`src/rtl/operand_fetch_ctrl_pkg.sv`:
```
// Shared definitions for the operand fetch controller: widths, RV32I opcodes,
// FSM state encoding and the operand bundle payload.
package operand_fetch_ctrl_pkg;

    localparam int unsigned XLEN       = 32;
    localparam int unsigned NREG       = 32;
    localparam int unsigned REG_ADDR_W = 5;
    localparam int unsigned INSTR_W    = 32;
    localparam int unsigned OPC_W      = 7;

    localparam logic [OPC_W-1:0] OPC_LUI      = 7'b0110111;
    localparam logic [OPC_W-1:0] OPC_AUIPC    = 7'b0010111;
    localparam logic [OPC_W-1:0] OPC_JAL      = 7'b1101111;
    localparam logic [OPC_W-1:0] OPC_JALR     = 7'b1100111;
    localparam logic [OPC_W-1:0] OPC_BRANCH   = 7'b1100011;
    localparam logic [OPC_W-1:0] OPC_LOAD     = 7'b0000011;
    localparam logic [OPC_W-1:0] OPC_STORE    = 7'b0100011;
    localparam logic [OPC_W-1:0] OPC_OP_IMM   = 7'b0010011;
    localparam logic [OPC_W-1:0] OPC_OP       = 7'b0110011;
    localparam logic [OPC_W-1:0] OPC_MISC_MEM = 7'b0001111;
    localparam logic [OPC_W-1:0] OPC_SYSTEM   = 7'b1110011;

    typedef enum logic {
        ST_EMPTY = 1'b0,
        ST_FULL  = 1'b1
    } out_state_e;

    typedef struct packed {
        logic                  uses_rs1;
        logic                  uses_rs2;
        logic                  writes_rd;
        logic [REG_ADDR_W-1:0] rs1;
        logic [REG_ADDR_W-1:0] rs2;
        logic [REG_ADDR_W-1:0] rd;
    } dec_t;

    typedef struct packed {
        logic [INSTR_W-1:0]    instr;
        logic [XLEN-1:0]       rs1_data;
        logic [XLEN-1:0]       rs2_data;
        logic [REG_ADDR_W-1:0] rd;
    } op_bundle_t;

endpackage

```
`src/rtl/operand_fetch_ctrl_decode.sv`:
```
// Combinational RV32I field decode: which operands an instruction reads and
// whether it writes a destination register.
module opfetch_decode
    import operand_fetch_ctrl_pkg::*;
(
    input  logic [INSTR_W-1:0] i_instr,
    output dec_t               o_dec
);

    logic [OPC_W-1:0] w_opc;
    logic             w_unused;

    assign w_opc    = i_instr[6:0];
    assign w_unused = &{1'b0, i_instr[31:25], i_instr[14:12]};

    // Opcode class decode; unknown opcodes read and write nothing.
    always_comb begin
        o_dec           = '0;
        o_dec.rs1       = i_instr[19:15];
        o_dec.rs2       = i_instr[24:20];
        o_dec.rd        = i_instr[11:7];
        case (w_opc)
            OPC_LUI, OPC_AUIPC, OPC_JAL: begin
                o_dec.writes_rd = 1'b1;
            end
            OPC_JALR, OPC_LOAD, OPC_OP_IMM: begin
                o_dec.uses_rs1  = 1'b1;
                o_dec.writes_rd = 1'b1;
            end
            OPC_BRANCH, OPC_STORE: begin
                o_dec.uses_rs1  = 1'b1;
                o_dec.uses_rs2  = 1'b1;
            end
            OPC_OP: begin
                o_dec.uses_rs1  = 1'b1;
                o_dec.uses_rs2  = 1'b1;
                o_dec.writes_rd = 1'b1;
            end
            default: begin
                o_dec.uses_rs1  = 1'b0;
            end
        endcase
    end

endmodule

```
`src/rtl/operand_fetch_ctrl.sv`:
```
// Operand fetch controller: decodes instructions, reads the register file,
// stalls on RAW/WAW hazards via a busy scoreboard and registers operand bundles.
// Optional writeback forwarding is enabled by defining OPFETCH_WB_FWD_EN.
module operand_fetch_ctrl
    import operand_fetch_ctrl_pkg::*;
(
    input  logic                  clk,
    input  logic                  rst_n,
    input  logic                  instr_valid_i,
    output logic                  instr_ready_o,
    input  logic [INSTR_W-1:0]    instr_i,
    output logic [REG_ADDR_W-1:0] rf_rs1_addr_o,
    output logic [REG_ADDR_W-1:0] rf_rs2_addr_o,
    input  logic [XLEN-1:0]       rf_rs1_data_i,
    input  logic [XLEN-1:0]       rf_rs2_data_i,
    output logic                  rf_wr_en_o,
    output logic [REG_ADDR_W-1:0] rf_rd_addr_o,
    output logic [XLEN-1:0]       rf_wr_data_o,
    input  logic                  wb_valid_i,
    input  logic [REG_ADDR_W-1:0] wb_addr_i,
    input  logic [XLEN-1:0]       wb_data_i,
    output logic                  op_valid_o,
    input  logic                  op_ready_i,
    output logic [INSTR_W-1:0]    op_instr_o,
    output logic [XLEN-1:0]       op_rs1_data_o,
    output logic [XLEN-1:0]       op_rs2_data_o,
    output logic [REG_ADDR_W-1:0] op_rd_o
);

    dec_t            w_dec;
    logic [NREG-1:0] r_busy;
    logic [NREG-1:0] w_busy_nxt;
    out_state_e      r_state;
    out_state_e      w_state_nxt;
    op_bundle_t      r_bundle;
    op_bundle_t      w_bundle_nxt;

    logic            w_wb_fire;
    logic            w_fwd_rs1;
    logic            w_fwd_rs2;
    logic            w_fwd_rd;
    logic            w_haz_rs1;
    logic            w_haz_rs2;
    logic            w_haz_rd;
    logic            w_hazard;
    logic            w_issue;
    logic [XLEN-1:0] w_rs1_data;
    logic [XLEN-1:0] w_rs2_data;

    opfetch_decode u_decode (
        .i_instr (instr_i),
        .o_dec   (w_dec)
    );

    assign w_wb_fire = wb_valid_i && (wb_addr_i != '0);

`ifdef OPFETCH_WB_FWD_EN
    assign w_fwd_rs1 = w_wb_fire && w_dec.uses_rs1 && (wb_addr_i == w_dec.rs1);
    assign w_fwd_rs2 = w_wb_fire && w_dec.uses_rs2 && (wb_addr_i == w_dec.rs2);
    assign w_fwd_rd  = w_wb_fire && (wb_addr_i == w_dec.rd);
`else
    assign w_fwd_rs1 = 1'b0;
    assign w_fwd_rs2 = 1'b0;
    assign w_fwd_rd  = 1'b0;
`endif

    // Hazard detection against the in-flight destination scoreboard.
    assign w_haz_rs1 = w_dec.uses_rs1 && r_busy[w_dec.rs1] && !w_fwd_rs1;
    assign w_haz_rs2 = w_dec.uses_rs2 && r_busy[w_dec.rs2] && !w_fwd_rs2;
    assign w_haz_rd  = w_dec.writes_rd && (w_dec.rd != '0) && r_busy[w_dec.rd] && !w_fwd_rd;
    assign w_hazard  = w_haz_rs1 || w_haz_rs2 || w_haz_rd;

    assign instr_ready_o = !w_hazard && ((r_state == ST_EMPTY) || op_ready_i);
    assign w_issue       = instr_valid_i && instr_ready_o;

    assign rf_rs1_addr_o = w_dec.uses_rs1 ? w_dec.rs1 : '0;
    assign rf_rs2_addr_o = w_dec.uses_rs2 ? w_dec.rs2 : '0;
    assign w_rs1_data    = w_fwd_rs1 ? wb_data_i : rf_rs1_data_i;
    assign w_rs2_data    = w_fwd_rs2 ? wb_data_i : rf_rs2_data_i;

    // Writeback is a straight pass-through to the register file port.
    assign rf_wr_en_o   = w_wb_fire;
    assign rf_rd_addr_o = wb_addr_i;
    assign rf_wr_data_o = wb_data_i;

    // Scoreboard update: writeback clears, issue sets; set wins on collision.
    always_comb begin
        w_busy_nxt = r_busy;
        if (w_wb_fire) begin
            w_busy_nxt[wb_addr_i] = 1'b0;
        end
        if (w_issue && w_dec.writes_rd && (w_dec.rd != '0)) begin
            w_busy_nxt[w_dec.rd] = 1'b1;
        end
        w_busy_nxt[0] = 1'b0;
    end

    // Output stage next-state and bundle load; bundle is held while stalled.
    always_comb begin
        w_state_nxt  = r_state;
        w_bundle_nxt = r_bundle;
        case (r_state)
            ST_EMPTY: begin
                if (w_issue) begin
                    w_state_nxt = ST_FULL;
                end
            end
            ST_FULL: begin
                if (w_issue) begin
                    w_state_nxt = ST_FULL;
                end else if (op_ready_i) begin
                    w_state_nxt = ST_EMPTY;
                end
            end
            default: begin
                w_state_nxt = ST_EMPTY;
            end
        endcase
        if (w_issue) begin
            w_bundle_nxt.instr    = instr_i;
            w_bundle_nxt.rs1_data = w_rs1_data;
            w_bundle_nxt.rs2_data = w_rs2_data;
            w_bundle_nxt.rd       = w_dec.writes_rd ? w_dec.rd : '0;
        end
    end

    // State, bundle and scoreboard registers.
    always_ff @(posedge clk or negedge rst_n) begin
        if (!rst_n) begin
            r_state  <= ST_EMPTY;
            r_bundle <= '0;
            r_busy   <= '0;
        end else begin
            r_state  <= w_state_nxt;
            r_bundle <= w_bundle_nxt;
            r_busy   <= w_busy_nxt;
        end
    end

    assign op_valid_o    = (r_state == ST_FULL);
    assign op_instr_o    = r_bundle.instr;
    assign op_rs1_data_o = r_bundle.rs1_data;
    assign op_rs2_data_o = r_bundle.rs2_data;
    assign op_rd_o       = r_bundle.rd;

endmodule
```
`config.mk`:
```
export PLATFORM = sky130hd
export DESIGN_NAME = operand_fetch_ctrl
export DESIGN_NICKNAME = d
export VERILOG_FILES = /design/src/rtl/operand_fetch_ctrl_pkg.sv /design/src/rtl/operand_fetch_ctrl_decode.sv /design/src/rtl/operand_fetch_ctrl.sv
export SDC_FILE = /design/constraint.sdc
export NUM_CORES = 1
export LEC_CHECK = 0
export CAP_MARGIN = 25
export CORE_UTILIZATION = 38
export DETAILED_ROUTE_END_ITERATION = 8
export MAX_ROUTING_LAYER = met4
export PLACE_DENSITY = 0.86
export SETUP_SLACK_MARGIN = 0.5
export SYNTH_ARGS = -nofsm -noshare
export SYNTH_HDL_FRONTEND = slang
export SYNTH_SLANG_ARGS = --single-unit
```
`constraint.sdc`:
```
create_clock -name clk -period 3 [get_ports clk]
set_input_delay 0.75 -clock clk [delete_from_list [all_inputs] [get_ports clk]]
set_output_delay 0.75 -clock clk [all_outputs]
set_load 0.005 [all_outputs]
```
# Yosys cells after proc, flatten, opt, wreduce, memory -nomap -nowiden
# Cells that the tools add are included.
# totals
ff_bits	133
input_bits	138
out_inout_bits	151
# op_classes
n_lt_le_gt_ge	6
n_eq_ne	9
n_mux	22
n_bitwise	4
n_reduce_logical	20
# ops
operator	n
two-way mux 32 bit	2
AND 32 bit	1
NOT 32 bit	1
OR 32 bit	1
less-than comparator 5 x 6 -> 1 bit, second input constant	4
equality test 7 x 6 -> 1 bit, second input constant	3
equality test 7 bit, second input constant	3
binary-select mux 1 bit (select 5 bit)	3
two-way mux 5 bit	3
equality test 7 x 5 -> 1 bit, second input constant	2
logical AND 1 bit	11
two-way mux 1 bit	11
demux 1 bit (select 5 bit)	2
>= comparator 5 x 1 -> 1 bit, second input constant	2
nonzero test 5 bit	2
equality test 7 x 2 -> 1 bit, second input constant	1
OR reduction 7 bit	1
OR reduction 6 bit	1
logical OR 1 bit	3
OR reduction 3 bit	1
case mux 1 bit (2 select lines)	1
zero test 1 bit	1
NOT 1 bit	1

# Logic depth before layout (Yosys ltp)
# Gate-level depths: netlist (run 1).
# logic_depth
depth_word	12
ltp_mapped	10

# Hierarchy
# A second synthesis (run 1) with hierarchy kept.
# hier_totals
hier_cells	519
area_unflattened_um2	7091.8
# modules_own_cells
module	n_inst	cells_each	area_each_um2
operand_fetch_ctrl	1	494	6890.4
opfetch_decode	1	25	201.4

# Worst setup path after synthesis (run 1)
# Ideal clock, no wire load.
# synth_path
path_kind	input port to flip-flop
startpoint	input port instr_i[15]
endpoint	register r_bundle (netlist bit op_instr_o[2])
setup_time_ns	0.128
arrival_time_ns	2.955
setup_slack_ns	-0.083
path_stages	8
path_buffers	3
path_cell_list	buf_2 > mux4_2 > mux4_2 > o211ai_2 > nand4_2 > buf_2 > buf_4 > mux2_1
# synth_between
elab_chain_cells	8
# synth_lines
element	line	text
start: declaration	operand_fetch_ctrl.sv:11	input logic [INSTR_W-1:0] instr_i,
binary-select mux 1 bit (select 5 bit)	operand_fetch_ctrl.sv:68	assign w_haz_rs1 = w_dec.uses_rs1 && r_busy[w_dec.rs1] && !w_fwd_rs1;
two-way mux 1 bit (not written as such)	operand_fetch_ctrl.sv:68	
logical AND 1 bit	operand_fetch_ctrl.sv:68	
logical OR 1 bit (2 in series)	operand_fetch_ctrl.sv:71	assign w_hazard = w_haz_rs1 || w_haz_rs2 || w_haz_rd;
zero test 1 bit	operand_fetch_ctrl.sv:73	assign instr_ready_o = !w_hazard && ((r_state == ST_EMPTY) || op_ready_i);
logical AND 1 bit	operand_fetch_ctrl.sv:73	
logical AND 1 bit	operand_fetch_ctrl.sv:74	assign w_issue = instr_valid_i && instr_ready_o;
end signal: assignment	operand_fetch_ctrl.sv:135	r_bundle <= w_bundle_nxt;
end: declaration	operand_fetch_ctrl.sv:35	op_bundle_t r_bundle;
# No other way between the ends. The select of a mux whose other input is x is not followed.
# A chain may end at the register's enable or synchronous reset.

# Final worst setup path (run 1)
# layout_path
startpoint	input port instr_i[15]
endpoint	register r_busy[22]
# layout_between
elab_chain_cells	11
# layout_lines
element	line	text
binary-select mux 1 bit (select 5 bit)	operand_fetch_ctrl.sv:68	
two-way mux 1 bit (not written as such)	operand_fetch_ctrl.sv:68	
logical AND 1 bit	operand_fetch_ctrl.sv:68	
logical OR 1 bit (2 in series)	operand_fetch_ctrl.sv:71	
zero test 1 bit	operand_fetch_ctrl.sv:73	
logical AND 1 bit	operand_fetch_ctrl.sv:73	
logical AND 1 bit	operand_fetch_ctrl.sv:74	
logical AND 1 bit (2 in series)	operand_fetch_ctrl.sv:92	if (w_issue && w_dec.writes_rd && (w_dec.rd != '0)) begin
two-way mux 32 bit	operand_fetch_ctrl.sv:92	
named net w_busy_nxt[22]	operand_fetch_ctrl.sv:32	logic [NREG-1:0] w_busy_nxt;
end signal: assignment	operand_fetch_ctrl.sv:136	r_busy <= w_busy_nxt;
end: declaration	operand_fetch_ctrl.sv:31	logic [NREG-1:0] r_busy;
# The timed path passes the listed nets, and every way through them passes these cells. The select of a mux whose other input is x is not followed.

==> metrics, run 1 <==
actual slew at the worst max-slew pin 599 ps; Starting Density between 30% and 40%; number of buffers added by the clock tree synthesis step 17; number of maximum-capacitance violations 0; PortBufs 224; Max Fclk 284 MHz; worst flop-to-flop path startpoint r_busy[19]; count of state elements after synthesis 133; post-route clock skew roughly 11 ps; Die Y 134 um; fraction of synthesis flops using an asynchronous set or reset pin 100%; violations in the final reports setup timing; kind of capture point of the worst setup path flop; fin crit share 117%; chain of cells forming the critical path buf_6 > buf_6 > buf_12 > mux4_2 > mux4_2 > o211ai_2 > buf_4 > buf_6 > buf_6 > buf_6 > buf_6 > buf_6 > nand4_4 > buf_12 > buf_6 > buf_12 > buf_8 > buf_6 > o41ai_2; Crit Path Class in -> reg; residual antenna-violating net count after detailed routing 0; first-pass GRT wire length 34.2 mm; leakage power summed over all cells 4.99 nW; Die W 134 um; DR DRC count 0; combinational group share of total power a little over a quarter; Synth Cell Area about 0.0066 mm^2; number of unique standard cell types used by synthesis 44; wire length per cell 21.0 um; via count of the first global-routing pass between 6,000 and 7,000; Clock transition at path regs 60 ps; number of design-rule violations left by the first detailed-router iteration ~260; Mapped Nets approximately 640; largest net degree at the start of global routing 63; Die Footprint 0.0179 mm^2; setup violation total in the final timing report 134; number of sinks driven by the clock tree 133; Hold/Removal Path Class in -> async; Post-Place Cell Area 0.00948 mm^2; switching power summed over all nets approximately 1.5 mW; synthesized instance count 505; arrival time worst endpoint 3830 ps; data required time at the worst endpoint 3310 ps; clock network latency to the later pin of the worst-skew pair 420 ps; share of cells above drive strength 1 ~45%; global-route total usage across every layer 26.0%; sequential element share of the synthesized area 50.6%; startpoint type of the worst setup path primary input; Placed Cells incl. Taps 966; internal power ~4.4 mW; antenna diode count 0; unrepaired setup endpoints after global routing true; Top-Level Pins 289; global placement routability congestion a little over 0.9; Worst slew margin 60.1%; Max IR drop VDD roughly 360 uV; Post-synth EDFFs 0; Power per Cell Area 528 mW/mm^2; vias per cell 5.46; final critical-path required period 3520 ps; maximum single-stage delay on the critical path 500 ps; half-perimeter wire length after detailed placement 14.2 mm; total count of max-transition violations in the final report 0; Critical Path Fanout Max 5; main flop type after synthesis dfrtp_1; Hold Violations, Final 0; routed vias 5,771; net switching fraction of the power approximately a quarter; count of non-filler cells in the finished layout 1,057; outcome finished, violations left; buffer levels on the longest clock path 2; post-synthesis average cell area around 13 um^2; DRT Pass-1 Iters 4; number of antenna violations at the first check in global routing 0; area delta synth->final 68.9%; pre-CTS setup slack -1020 ps; final sum of negative setup slack -52,460 ps; number of placement rows 47; Post-Route WL 22.2 mm; Critical Path Start instr_i[15]; placeable core region 0.0168 mm^2; hold slack 325 ps; Final Cell Area 0.0111 mm^2; Synth warnings 0; slowest cell on the critical path mux4_2; cell at the root of the clock tree clkbuf_16; cell mode on critical path buf_6; TritonCTS clock tree yes; relative contribution of sequential cells to total power 37.0%; fraction of power consumed by the clock network approximately 37%; NumNets Final slightly below 1,000; CTS H-tree depth 4; min setup slack post-route -516 ps; sum of overflow across all layers after global routing 0
## path summary, 6_finish.rpt
kind                                          end  slack (ps)  cells after the start
worst max-delay path                   r_busy[22]        -520                     19
worst min-delay path                op_instr_o[6]         330                      1
worst max register to register         r_busy[22]        -320                     16
worst min register to register      op_instr_o[2]         500                      1
max in group asynchronous       op_rs1_data_o[31]        1870                      2
min in group clk                    op_instr_o[2]         500                      1
## synth_stat cells (2+ instances only)
master     number  share of area, %
nand4_1         3              0.29
nand3b_1        7              0.80
mux2i_1        14               2.1
mux2_1          6               1.0
or3b_2          3              0.40
a21oi_1         2              0.15
nor2_1         10              0.57
nor3_1          2              0.15
buf_4          41               4.7
a2111oi_0       2              0.27
buf_6           2              0.34
clkbuf_1       13              0.74
mux4_2         19               6.5
and2_1         10              0.95
inv_1           7              0.40
and3_1          2              0.19
o21ai_0        43               3.3
nand2_1        11              0.63
nor2b_1         9              0.86
o41ai_2        10               2.5
nand3_1        14               1.1
or3_1           2              0.19
dfrtp_1       133                51
a311oi_1        2              0.27
nand2b_1        4              0.38
mux2_2         95                16
a2bb2o_1        2              0.30
o41ai_1        10               1.3
buf_2          11              0.84
a22oi_1         2              0.23
## power groups by stage
stage | Sequential [mW] | Clock, mW | Combinational (mW)
2_1_floorplan | 2.20 | 0 | 0.482
6_report | 2.17 | 2.17 | 1.53
5_1_grt | 2.20 | 2.30 | 1.62
3_3_place_gp | 2.18 | 0 | 1.28
3_5_place_dp | 2.20 | 0 | 1.30
4_1_cts | 2.17 | 2.20 | 1.48
## stage by stage
stage	utilization, %	power [mW]
floorplan	-	2.68
global placement	56.6	3.46
detailed placement	56.6	3.50
CTS	64.9	5.85
global route	66.3	6.12
finish	66.3	5.87
## cells by family (layout without fill, tap and decap cells)
group                  count (synthesis)  in the layout  synth area share, %
multiplexers                         134            134                 25.9
flip-flops                           133            133                 50.6
AO/OA/AOI/OAI                         83             83                 9.58
AND/OR/NAND/NOR                       81             81                 6.96
buffers and inverters                 74            406                 6.99
## layout by cell type, fill, tap and decap left out, types with 6 or more instances in the layout
cell,n
buf_6,48
buf_2,10
nand2_1,10
nor2b_1,8
clkdlybuf4s50_1,188
buf_4,82
and2_4,7
o21ai_2,8
dfrtp_1,133
mux2i_1,14
o41ai_4,7
dlygate4sd2_1,6
mux2_4,7
clkbuf_16,17
o21ai_0,32
o41ai_2,13
nor2_1,9
nand3_1,13
nand3b_1,7
inv_1,7
mux2_2,93
buf_12,13
mux4_2,19
buf_8,7
## worst max-delay path: cells and delay by family
kind | cells | cell delay [ps]
simple gates | 1 | 80
mux | 2 | 990
compound gates | 2 | 540
buf+inv | 14 | 1460
## registers in the layout, summed over array words and instances (netlist names)
| signal | count |
|---|---|
| op_instr_o | 32 |
| op_rs1_data_o | 32 |
| op_valid_o | 1 |
| r_busy | 31 |
| op_rd_o | 5 |
| op_rs2_data_o | 32 |
## repair_timing
action,in CTS,in global routing
gates resized for setup,194,36
setup buffers,46,7
setup endpoints to repair,150,145
cloned,5,1
hold buffers,0,0
pin swaps,20,10
## per-layer routing
metal	track usage (%)	wire (um)	up-vias
li1	-	-	2481
met1	29.7	8300	2865
met2	43.4	11200	359
met3	6.85	1950	66
met4	10.2	701	0
met5	-	0	-
## area by class of cell
class	instances	area (um^2)
clock buffer	19	433
clock inverter	13	169
fill	1200	5640
inverter	7	26.3
multi-input combinational	298	3160
sequential	133	3330
tap	220	275
timing repair buffer	367	3720
(Power assumes the default switching activity.)
==> run 2, diff against run 1 <==
--- a/config.mk
+++ b/config.mk
@@ -7,6 +7,7 @@
 export LEC_CHECK = 0
 export CAP_MARGIN = 25
 export CORE_UTILIZATION = 38
+export CTS_BUF_LIST = sky130_fd_sc_hd__clkbuf_16
 export DETAILED_ROUTE_END_ITERATION = 8
 export MAX_ROUTING_LAYER = met4
 export PLACE_DENSITY = 0.86
==> metrics, run 2 (synthesized netlist as in run 1, its figures left out) <==
Critical Path Fanout Max 5 (unchanged); Clock transition at path regs 60 ps (about the same); arrival time worst endpoint 3820 ps (was 3830 ps); NumNets Final 962 (unchanged); number of buffers added by the clock tree synthesis step 17 (unchanged); outcome finished, violations left (unchanged); placeable core region 0.0168 mm^2 (unchanged); number of antenna violations at the first check in global routing 0 (unchanged); Max IR drop VDD 362 uV (about the same); chain of cells forming the critical path buf_6 > buf_6 > buf_12 > mux4_2 > mux4_2 > o211ai_2 > buf_4 > buf_6 > buf_6 > buf_6 > buf_6 > buf_6 > nand4_4 > buf_12 > buf_6 > buf_12 > buf_8 > buf_6 > buf_4 > o41ai_2 (was buf_6 > buf_6 > buf_12 > mux4_2 > mux4_2 > o211ai_2 > buf_4 > buf_6 > buf_6 > buf_6 > buf_6 > buf_6 > nand4_4 > buf_12 > buf_6 > buf_12 > buf_8 > buf_6 > o41ai_2); Die Footprint 0.0179 mm^2 (unchanged); largest net degree at the start of global routing 63 (unchanged); TritonCTS clock tree yes (unchanged); cell mode on critical path buf_6 (unchanged); unrepaired setup endpoints after global routing true (unchanged); violations in the final reports setup timing (unchanged); data required time at the worst endpoint 3310 ps (about the same); Max Fclk 285 MHz (was 284 MHz); multi-input gate area in the final layout 0.00316 mm^2 (unchanged); antenna diode count 0 (unchanged); kind of capture point of the worst setup path flop (unchanged); area delta synth->final 68.9% (unchanged); Starting Density 39.3% (unchanged); utilization of the core after routing 66.3% (unchanged); sum of overflow across all layers after global routing 0 (unchanged); first-pass GRT wire length 34.2 mm (unchanged); Worst slew margin 59.7% (was 60.1%); number of sinks driven by the clock tree 133 (unchanged); M1 GR Usage 29.7% (unchanged); count of hold-fix buffers inserted at cts 0 (unchanged); startpoint type of the worst setup path primary input (unchanged); DR DRC count 0 (unchanged); total count of max-transition violations in the final report 0 (unchanged); number of design-rule violations left by the first detailed-router iteration 253 (was 258); Hold/Removal Path Class in -> async (unchanged); Reg area 0.00333 mm^2 (unchanged); residual antenna-violating net count after detailed routing 0 (unchanged); Post-Route WL 22.2 mm (about the same); share of cells above drive strength 1 44.6% (unchanged); fill cell instance count of the final layout 1,200 (unchanged); global placement routability congestion 0.927 (unchanged); buffer levels on the longest clock path 2 (unchanged); Die Y 134 um (unchanged); cell at the root of the clock tree clkbuf_16 (unchanged); Top-Level Pins 289 (unchanged); leading cell types in the layout, fill and taps excluded 188 x clkdlybuf4s50_1, 133 x dfrtp_1, 93 x mux2_2 (unchanged); CTS H-tree depth 4 (unchanged); clock network latency to the later pin of the worst-skew pair 420 ps (about the same); global-route total usage across every layer 26.0% (unchanged); met3 GRT Util 6.85% (unchanged); buffer and inverter count on the worst path 15 (was 14); final critical-path required period 3510 ps (was 3520 ps); slowest cell on the critical path mux4_2 (unchanged); vias per cell 5.45 (was 5.46); half-perimeter wire length after detailed placement 14.2 mm (unchanged); wire length per cell 21.0 um (about the same); Placed Cells incl. Taps 966 (unchanged); count of non-filler cells in the finished layout 1,057 (unchanged); maximum single-stage delay on the critical path 500 ps (about the same); setup violation total in the final timing report 134 (unchanged); leakage power summed over all cells 5.00 nW (was 4.99 nW); Crit Path Class in -> reg (unchanged); actual slew at the worst max-slew pin 604 ps (was 599 ps); Power per Cell Area 528 mW/mm^2 (about the same); min setup slack post-route -515 ps (was -516 ps); number of placement rows 47 (unchanged); routed vias 5,763 (was 5,771); kind of cell with the highest combined delay on the critical path buffers and inverters (unchanged); post-route clock skew 11.2 ps (was 11.1 ps); commonest non-fill, non-tap cell in the layout clkdlybuf4s50_1 (unchanged); via count of the first global-routing pass 6,370 (unchanged); PortBufs 224 (unchanged); most used routing layer in global routing met2 (unchanged); Hold Violations, Final 0 (unchanged); Die W 134 um (unchanged); number of maximum-capacitance violations 0 (unchanged); DRT Pass-1 Iters 5 (was 4); fin crit share 117% (about the same); met2 usage in global routing 43.4% (unchanged)
## run 2: worst paths after layout
check,start,to,slack [ps],cells after the start
worst max-delay path,instr_i[15],r_busy[26],-510,20
worst min-delay path,rst_n,op_instr_o[6],330,1
worst max register to register,r_busy[19],r_busy[26],-320,17
worst min register to register,op_instr_o[2],op_instr_o[2],500,1
max in group asynchronous,rst_n,op_rs1_data_o[31],1870,2
min in group clk,op_instr_o[2],op_instr_o[2],500,1
## run 2: final cells by class
class                   count  share of cell area [%]
inverters                   7                   0.236
well taps                 220                    2.48
flip-flops and latches    133                    29.9
multi-input cells         298                    28.5
clock buffers              17                    3.83
repair buffers            367                    33.5
clock inverters            15                    1.59
## run 2: through the flow
step | power, mW | setup WS (ps) | hold slack (ps) | TNS (ps) | instance area (um^2)
global placement | 3.46 | -974 | 480 | -76050 | 9480
floorplan | 2.68 | 77.5 | 454 | 0 | 6750
global route | 6.11 | -543 | 350 | -56850 | 11100
detailed placement | 3.50 | -1020 | 489 | -85590 | 9480
CTS | 5.84 | -373 | 331 | -35470 | 10900
finish | 5.87 | -515 | 326 | -51920 | 11100
## run 2: power by group
part | internal, mW | switching [mW] | total [mW]
Sequential | 2.03 | 0.141 | 2.17
Combinational | 1.00 | 0.526 | 1.53
Clock | 1.31 | 0.853 | 2.17
Total | 4.35 | 1.52 | 5.87
## run 2: what timing repair did
| action | CTS | global route |
|---|---|---|
| gates resized for setup | 194 | 36 |
| setup endpoints to repair | 150 | 145 |
| cloned | 5 | 1 |
| pin swaps | 20 | 10 |
| setup buffers | 46 | 7 |
## run 2: per-layer routing
| layer | part of all wire [%] | vias up |
|---|---|---|
| met3 | 8.7 | 68 |
| met1 | 38 | 2860 |
| met5 | 0 | - |
| met2 | 50 | 356 |
| met4 | 3.2 | 0 |
| li1 | - | 2479 |
## run 2: worst register-to-register path, delay by kind of cell, from the launching register on
family	cells	cell delay (ps)
and+or+nand+nor	1	80
AOI/OAI and AO/OA	2	410
muxes	2	960
DFF	1	440
buffers and inverters	12	1300
